[src/rtl/pulse_decoder.sv]
// pulse_decoder
//   Registered N-to-2^N one-hot decoder with a valid/ready handshake. An
//   accepted code drives exactly one select line for PULSE_LEN cycles, then
//   the block idles for GAP_LEN guard cycles before it accepts the next code.
//
// Ports
//   clk     rising-edge clock
//   rst_n   asynchronous active-low reset
//   code    binary index of the line to strobe (N bits)
//   valid   code carries a request
//   ready   request can be accepted this cycle
//   y       one-hot strobe, all zero outside a pulse (2**N bits)
//   active  high while y is non-zero
//   done    one-cycle flag in the first cycle after a strobe ends
module pulse_decoder #(
  parameter int unsigned N         = 2,
  parameter int unsigned PULSE_LEN = 4,
  parameter int unsigned GAP_LEN   = 1
) (
  input  logic              clk,
  input  logic              rst_n,
  input  logic [N-1:0]      code,
  input  logic              valid,
  output logic              ready,
  output logic [(1<<N)-1:0] y,
  output logic              active,
  output logic              done
);

  localparam int unsigned YW   = 1 << N;
  localparam int unsigned MAXL = (PULSE_LEN > GAP_LEN) ? PULSE_LEN : GAP_LEN;
  localparam int unsigned CW   = $clog2(MAXL + 1);

  localparam logic [YW-1:0] ONE        = YW'(1);
  localparam logic [CW-1:0] PULSE_LOAD = CW'(PULSE_LEN - 1);
  localparam logic [CW-1:0] GAP_LOAD   = (GAP_LEN > 0) ? CW'(GAP_LEN - 1) : '0;
  // Without a guard gap the next code is taken on the edge that ends the
  // current strobe, so ready must already be high in the last pulse cycle.
  localparam bit BACK2BACK = (GAP_LEN == 0);
  localparam bit READY_AT_LOAD = BACK2BACK && (PULSE_LEN == 1);

  typedef enum logic [1:0] {
    IDLE  = 2'd0,
    PULSE = 2'd1,
    GAP   = 2'd2
  } state_t;

  state_t          state_q;
  logic [CW-1:0]   cnt_q;
  logic [YW-1:0]   y_q;
  logic            active_q;
  logic            done_q;
  logic            ready_q;

  always_ff @(posedge clk or negedge rst_n) begin
    if (!rst_n) begin
      state_q  <= IDLE;
      cnt_q    <= '0;
      y_q      <= '0;
      active_q <= 1'b0;
      done_q   <= 1'b0;
      ready_q  <= 1'b1;
    end else begin
      done_q <= 1'b0;
      unique case (state_q)
        IDLE: begin
          if (valid && ready_q) begin
            state_q  <= PULSE;
            y_q      <= ONE << code;
            active_q <= 1'b1;
            cnt_q    <= PULSE_LOAD;
            ready_q  <= READY_AT_LOAD;
          end
        end
        PULSE: begin
          if (cnt_q != '0) begin
            cnt_q <= cnt_q - CW'(1);
            if (BACK2BACK && cnt_q == CW'(1)) begin
              ready_q <= 1'b1;
            end
          end else begin
            done_q <= 1'b1;
            if (!BACK2BACK) begin
              state_q  <= GAP;
              cnt_q    <= GAP_LOAD;
              y_q      <= '0;
              active_q <= 1'b0;
              ready_q  <= 1'b0;
            end else if (valid && ready_q) begin
              // Handover: the next strobe replaces y with no zero cycle.
              y_q     <= ONE << code;
              cnt_q   <= PULSE_LOAD;
              ready_q <= READY_AT_LOAD;
            end else begin
              state_q  <= IDLE;
              y_q      <= '0;
              active_q <= 1'b0;
              ready_q  <= 1'b1;
            end
          end
        end
        GAP: begin
          if (cnt_q != '0) begin
            cnt_q <= cnt_q - CW'(1);
          end else begin
            state_q <= IDLE;
            ready_q <= 1'b1;
          end
        end
        default: begin
          state_q  <= IDLE;
          cnt_q    <= '0;
          y_q      <= '0;
          active_q <= 1'b0;
          ready_q  <= 1'b1;
        end
      endcase
    end
  end

  assign y      = y_q;
  assign active = active_q;
  assign done   = done_q;
  assign ready  = ready_q;

endmodule

[config.mk]
export PLATFORM = sky130hd
export DESIGN_NAME = pulse_decoder
export DESIGN_NICKNAME = d
export VERILOG_FILES = /design/src/rtl/pulse_decoder.sv
export SDC_FILE = /design/constraint.sdc
export NUM_CORES = 1
export LEC_CHECK = 0
export ABC_AREA = 0
export BUFFER_PORTS_ARGS = -buffer_cell sky130_fd_sc_hd__buf_2
export CAP_MARGIN = 40
export CORE_AREA = 10 10 47 49
export CTS_BUF_LIST = sky130_fd_sc_hd__clkbuf_4 sky130_fd_sc_hd__clkbuf_8 sky130_fd_sc_hd__clkbuf_16
export DETAILED_ROUTE_END_ITERATION = 8
export DIE_AREA = 0 0 57 59
export HOLD_SLACK_MARGIN = 0.06
export PLACE_DENSITY = 0.78
export SETUP_SLACK_MARGIN = 0.05
export SLEW_MARGIN = 20
export SYNTH_ARGS = -nofsm -noshare
export SYNTH_HDL_FRONTEND = slang
export SYNTH_SLANG_ARGS = --single-unit
[constraint.sdc]
create_clock -name clk -period 4.4 [get_ports clk]
set_input_delay 1.32 -clock clk [delete_from_list [all_inputs] [get_ports clk]]
set_output_delay 1.32 -clock clk [all_outputs]
set_load 0.005 [all_outputs]
==> impl_metrics.env, run 1 <==
export IMPL_status="finished clean"
export IMPL_vias=471
export IMPL_critPathMaxFanout=5
export IMPL_pwr_share_clk=0.217
export IMPL_slew_viol_final=0
export IMPL_grt_pass1_wl_um=2100
export IMPL_ant_nets=0
export IMPL_yosysSeqAreaShare=0.469
export IMPL_die_y_um=59
export IMPL_peakVddDrop_v=0.000305
export IMPL_multi_input_area_um2=289
export IMPL_core_area_um2=1400
export IMPL_crit_buf_inv=1
export IMPL_grt_antenna_before_repair=0
export IMPL_stdcell_count=86
export IMPL_critPathTopFamily="flip-flops"
export IMPL_critical_path_class="flip-flop to output pin"
export IMPL_worst_hold_path_type="flip-flop to flip-flop"
export IMPL_async_flop_share=1.00
export IMPL_finalPower_mw=0.392
export IMPL_placed_cells=82
export IMPL_cts_sinks=12
export IMPL_setup_viol=0
export IMPL_hpwl_um=1000
export IMPL_synthToLayoutAreaGrowth_pct=13.2
export IMPL_slew_headroom=0.765
export IMPL_io_buffers=11
export IMPL_crit_path_end_kind="output pin"
export IMPL_powerDensity_nw_per_um2=539
export IMPL_synth_edf_count=0
export IMPL_r2r_setup_slack_ns=2.89
export IMPL_synthesis_area_um2=643
export IMPL_synth_net_count=66
export IMPL_p_sw_mw=0.130
export IMPL_rsz0062_at_grt="false"
export IMPL_max_freq_mhz=438
export IMPL_clk_pin_slew_ns=0.08
export IMPL_synth_largest_area_cell="dfrtp_1"
export IMPL_synth_seq_cells=12
export IMPL_cts_made_buffers=3
export IMPL_track_usage=0.0789
export IMPL_first_pass_iters=4
export IMPL_post_drt_wl_per_cell_um=14.7
export IMPL_arrival_ns=0.96
export IMPL_critPathMaxStageDelay_ns=0.57
export IMPL_sw_frac_of_total=0.333
export IMPL_cp_required_ns=3.08
export IMPL_tns_ns=0
export IMPL_placementRows=14
export IMPL_gp_congestion=0.829
export IMPL_fill_cells=138
export IMPL_layout_drive_gt1_share=0.286
export IMPL_cts_path_max_buffers=2
export IMPL_drc_errors=0
export IMPL_post_cts_resized=0
export IMPL_cts_hold_buf=0
export IMPL_start_util=0.459
export IMPL_crit_chain="buf_2"
export IMPL_finalNetCount=78
export IMPL_synth_cell_types=28
export IMPL_cts_root_buffer="clkbuf_4"
export IMPL_yosys_cell_count_top_type="dfrtp_1"
export IMPL_synth_avg_cell_area_um2=10.9
export IMPL_internal_power_mw=0.262
export IMPL_ioPinCount=12
export IMPL_cts_max_level=1
export IMPL_grt_ovfl_total=0
export IMPL_grt_max_degree=13
export IMPL_syn_instance_count=59
export IMPL_p_seq_frac=0.440
export IMPL_fp_dieW_um=57
export IMPL_fin_crit_sh=0.519
export IMPL_drtIter0Drc=3
export IMPL_worst_pin_slew_ns=0.353
export IMPL_regArea_um2=302
export IMPL_combPwrFrac=0.342
export IMPL_yosysTopAreaCellShare=0.428
export IMPL_postCtsSetupBuffers=0
export IMPL_synth_common_cells="dfrtp_1, inv_1, nand2b_1"
export IMPL_yosysWarnings=0
export IMPL_insertion_delay_ns=0.27
export IMPL_grt_pass1_vias=483
export IMPL_routed_via_density=5.48
export IMPL_wl_um=1260
export IMPL_dieArea_um2=3360
export IMPL_power_leakage_nw=0.361
export IMPL_drv_cap=0
export IMPL_timing_critical_path_slowest_stage_cell="dfstp_2"
export IMPL_diodes=0
export IMPL_cts_tree="done"
export IMPL_skew_ns=0.0104
export IMPL_critPathLaunchType="flip-flop"
export IMPL_synth_area_top_cells="dfrtp_1, dfstp_2, inv_1"
export IMPL_final_hold_viol_count=0
export IMPL_fin_crit_ns=2.28
export IMPL_synthFlopType="dfrtp_1"
layout by cell type, fill, tap and decap left out, types with 2 or more instances in the layout:
cell	count
a211oi_1	2
a21o_1	2
a21oi_1	2
a32o_1	2
buf_2	11
clkbuf_4	3
dfrtp_1	11
ha_1	2
inv_1	7
nand2b_1	4
nor2_1	3
nor2b_1	2
o211ai_1	2
o2bb2ai_1	2
metrics by stage:
step                      cell area, um^2  utilization  worst slack (ns)  hold slack (ns)
after floorplan                       643            -              2.31            0.474
after detailed placement              692        0.494              2.13            0.470
after CTS                             728        0.520              2.11            0.493
after global routing                  728        0.520              2.09            0.508
after global placement                692        0.494              2.18            0.458
final                                 728        0.520              2.12            0.483
sequential cells by signal, summed over array words and instances (netlist names):
name,cells
ready,1
done,1
state_q,2
y,4
cnt_q,3
active,1
power by group through the flow:
stage	clock [mW]	combinational [mW]	sequential (mW)
finish	0.0852	0.134	0.173
global route	0.0936	0.155	0.178
CTS	0.0890	0.138	0.172
detailed placement	0	0.137	0.175
global placement	0	0.131	0.173
floorplan	0	0.114	0.162
worst paths after layout:
check | from | cells past startpoint | to
worst max-delay path | ready | 1 | ready
worst min-delay path | active | 1 | active
worst max register to register | cnt_q[0] | 5 | cnt_q[2]
worst min register to register | active | 1 | active
max in group asynchronous | rst_n | 1 | ready
min in group asynchronous | rst_n | 1 | cnt_q[1]
kinds of logic (layout without fill, tap and decap cells):
kind of cell | count (synthesis) | count (layout) | share of synthesized area
adder cells (fa/ha/maj) | 2 | 2 | 0.0389
AO/OA/AOI/OAI | 19 | 19 | 0.253
flip-flops | 12 | 12 | 0.469
buffers and inverters | 11 | 22 | 0.0817
AND/OR/NAND/NOR | 15 | 15 | 0.158
cell type report:
| cell class | count | share of cell area |
|---|---|---|
| Sequential cell | 12 | 0.414 |
| Multi-Input combinational cell | 36 | 0.397 |
| Timing Repair Buffer | 11 | 0.0756 |
| Clock buffer | 4 | 0.0498 |
| Inverter | 7 | 0.0361 |
| Tap cell | 16 | 0.0275 |
routing by layer:
layer,vias to the layer above,global-route usage,share of wire
li1,237,-,-
met1,223,0.0816,0.42
met2,11,0.126,0.50
met3,0,0.0515,0.085
met4,0,0.0302,0
met5,-,0,0
Note: power is estimated with default switching activity, not from simulation.
==> inputs of run 2 (changes only) <==
--- a/config.mk
+++ b/config.mk
@@ -8,10 +8,10 @@
 export ABC_AREA = 0
 export BUFFER_PORTS_ARGS = -buffer_cell sky130_fd_sc_hd__buf_2
 export CAP_MARGIN = 40
-export CORE_AREA = 10 10 47 49
+export CORE_MARGIN = 10
+export CORE_UTILIZATION = 46
 export CTS_BUF_LIST = sky130_fd_sc_hd__clkbuf_4 sky130_fd_sc_hd__clkbuf_8 sky130_fd_sc_hd__clkbuf_16
 export DETAILED_ROUTE_END_ITERATION = 8
-export DIE_AREA = 0 0 57 59
 export HOLD_SLACK_MARGIN = 0.06
 export PLACE_DENSITY = 0.78
 export SETUP_SLACK_MARGIN = 0.05
==> constraint.sdc (replaced) <==
create_clock -name clk -period 2.1 [get_ports clk]
set_input_delay 0.63 -clock clk [delete_from_list [all_inputs] [get_ports clk]]
set_output_delay 0.63 -clock clk [all_outputs]
set_load 0.005 [all_outputs]
==> impl_metrics.env, run 2 (synthesized netlist as in run 1, its figures left out) <==
export IMPL_status="finished clean"
export IMPL_stdcell_count=85
export IMPL_powerDensity_nw_per_um2=1120
export IMPL_internal_power_mw=0.531
export IMPL_dieArea_um2=3290
export IMPL_io_buffers=11
export IMPL_layout_drive_gt1_share=0.286
export IMPL_arrival_ns=0.94
export IMPL_worst_pin_slew_ns=0.339
export IMPL_pwr_share_clk=0.196
export IMPL_peakVddDrop_v=0.000627
export IMPL_postCtsSetupBuffers=0
export IMPL_finalNetCount=78
export IMPL_cp_required_ns=1.47
export IMPL_routed_via_density=5.59
export IMPL_tns_ns=0
export IMPL_ff2ff_path_depth=5
export IMPL_grt_pass1_wl_um=2150
export IMPL_slew_viol_final=0
export IMPL_critPathMaxStageDelay_ns=0.56
export IMPL_regArea_um2=302
export IMPL_die_y_um=57.4
export IMPL_critPathLaunchType="flip-flop"
export IMPL_cts_hold_buf=0
export IMPL_drc_errors=0
export IMPL_worst_hold_path_type="input pin to async pin"
export IMPL_synthToLayoutAreaGrowth_pct=12.1
export IMPL_critPathMaxFanout=5
export IMPL_critical_path_class="flip-flop to output pin"
export IMPL_fin_crit_sh=0.746
export IMPL_max_freq_mhz=638
export IMPL_first_pass_iters=4
export IMPL_grt_max_degree=13
export IMPL_drtIter0Drc=5
export IMPL_ioPinCount=12
export IMPL_skew_ns=0.00735
export IMPL_fp_dieW_um=57.4
export IMPL_placementRows=13
export IMPL_core_area_um2=1320
export IMPL_sw_frac_of_total=0.343
export IMPL_cts_max_level=1
export IMPL_start_util=0.488
export IMPL_hpwl_um=1010
export IMPL_cts_made_buffers=3
export IMPL_cts_path_max_buffers=2
export IMPL_largest_reg_flops=4
export IMPL_setup_viol=0
export IMPL_final_cell_mix="dfrtp_1, buf_2, inv_1"
export IMPL_r2r_start="cnt_q[0]"
export IMPL_r2r_setup_slack_ns=0.60
export IMPL_clk_pin_slew_ns=0.08
export IMPL_slew_headroom=0.774
export IMPL_diodes=0
export IMPL_track_usage=0.0799
export IMPL_fill_cells=123
export IMPL_grt_ovfl_total=0
export IMPL_grt_antenna_before_repair=0
export IMPL_wl_um=1290
export IMPL_drv_cap=0
export IMPL_crit_chain="buf_2"
export IMPL_cts_root_buffer="clkbuf_4"
export IMPL_crit_buf_inv=1
export IMPL_combPwrFrac=0.354
export IMPL_post_cts_resized=0
export IMPL_fin_crit_ns=1.57
export IMPL_ant_nets=0
export IMPL_final_hold_viol_count=0
export IMPL_p_seq_frac=0.449
export IMPL_cts_sinks=12
export IMPL_placed_cells=81
export IMPL_grt_pass1_vias=505
export IMPL_r2r_end="cnt_q[2]"
export IMPL_gp_congestion=0.786
export IMPL_vias=475
export IMPL_post_drt_wl_per_cell_um=15.1
export IMPL_cts_tree="done"
export IMPL_power_leakage_nw=0.358
export IMPL_crit_path_end_kind="output pin"
export IMPL_timing_critical_path_slowest_stage_cell="dfstp_2"
export IMPL_p_sw_mw=0.277
export IMPL_multi_input_area_um2=289
export IMPL_insertion_delay_ns=0.27
export IMPL_rsz0062_at_grt="false"
export IMPL_critPathTopFamily="flip-flops"
run 2: cell counts in the layout (fill, tap and decap cells not counted):
Identical to the previous run, type by type.
run 2: worst reg2reg max path, stage by stage (launching register included):
cell,delay (ns)
dfrtp_1,0.39
inv_1,0.07
ha_1,0.24
or3b_1,0.39
a211oi_2,0.22
a311o_1,0.13
run 2: through the flow:
step / area, um^2 / hold WS [ns] / util / setup slack [ns] / power (mW)
6_report: 721 / 0.221 / 0.547 / 0.533 / 0.808
5_1_grt: 721 / 0.229 / 0.547 / 0.492 / 0.873
4_1_cts: 721 / 0.221 / 0.547 / 0.523 / 0.822
3_5_place_dp: 691 / 0.472 / 0.524 / 0.545 / 0.659
3_3_place_gp: 691 / 0.460 / 0.524 / 0.575 / 0.637
2_1_floorplan: 643 / 0.334 / - / 0.697 / 0.578
run 2: worst max path at each step:
stage	startpoint	end	cells after the start
finish	ready	ready	1
global route	ready	ready	1
CTS	ready	ready	1
detailed placement	valid	cnt_q[2]	4
global placement	valid	cnt_q[2]	4
floorplan	cnt_q[0]	cnt_q[2]	5
run 2: power groups by stage:
stage,registers [mW],clock network [mW],logic [mW]
floorplan,0.340,0,0.238
global placement,0.363,0,0.274
detailed placement,0.366,0,0.292
CTS,0.363,0.166,0.293
global route,0.376,0.173,0.324
finish,0.363,0.159,0.286
run 2: layer usage:
metal  wire (um)  vias up  share of wire  global-route usage
met5           0        -              0                   0
met4           6        0         0.0047              0.0403
met3          63        2          0.049              0.0310
met2         606        9           0.47               0.121
met1         609      229           0.47              0.0949
li1            -      235              -                   -
run 2: layout make-up:
type,instances,area share
Multi-Input combinational cell,36,0.401
Clock buffer,4,0.0417
Timing Repair Buffer,11,0.0764
Tap cell,15,0.0260
Inverter,7,0.0365
Sequential cell,12,0.418
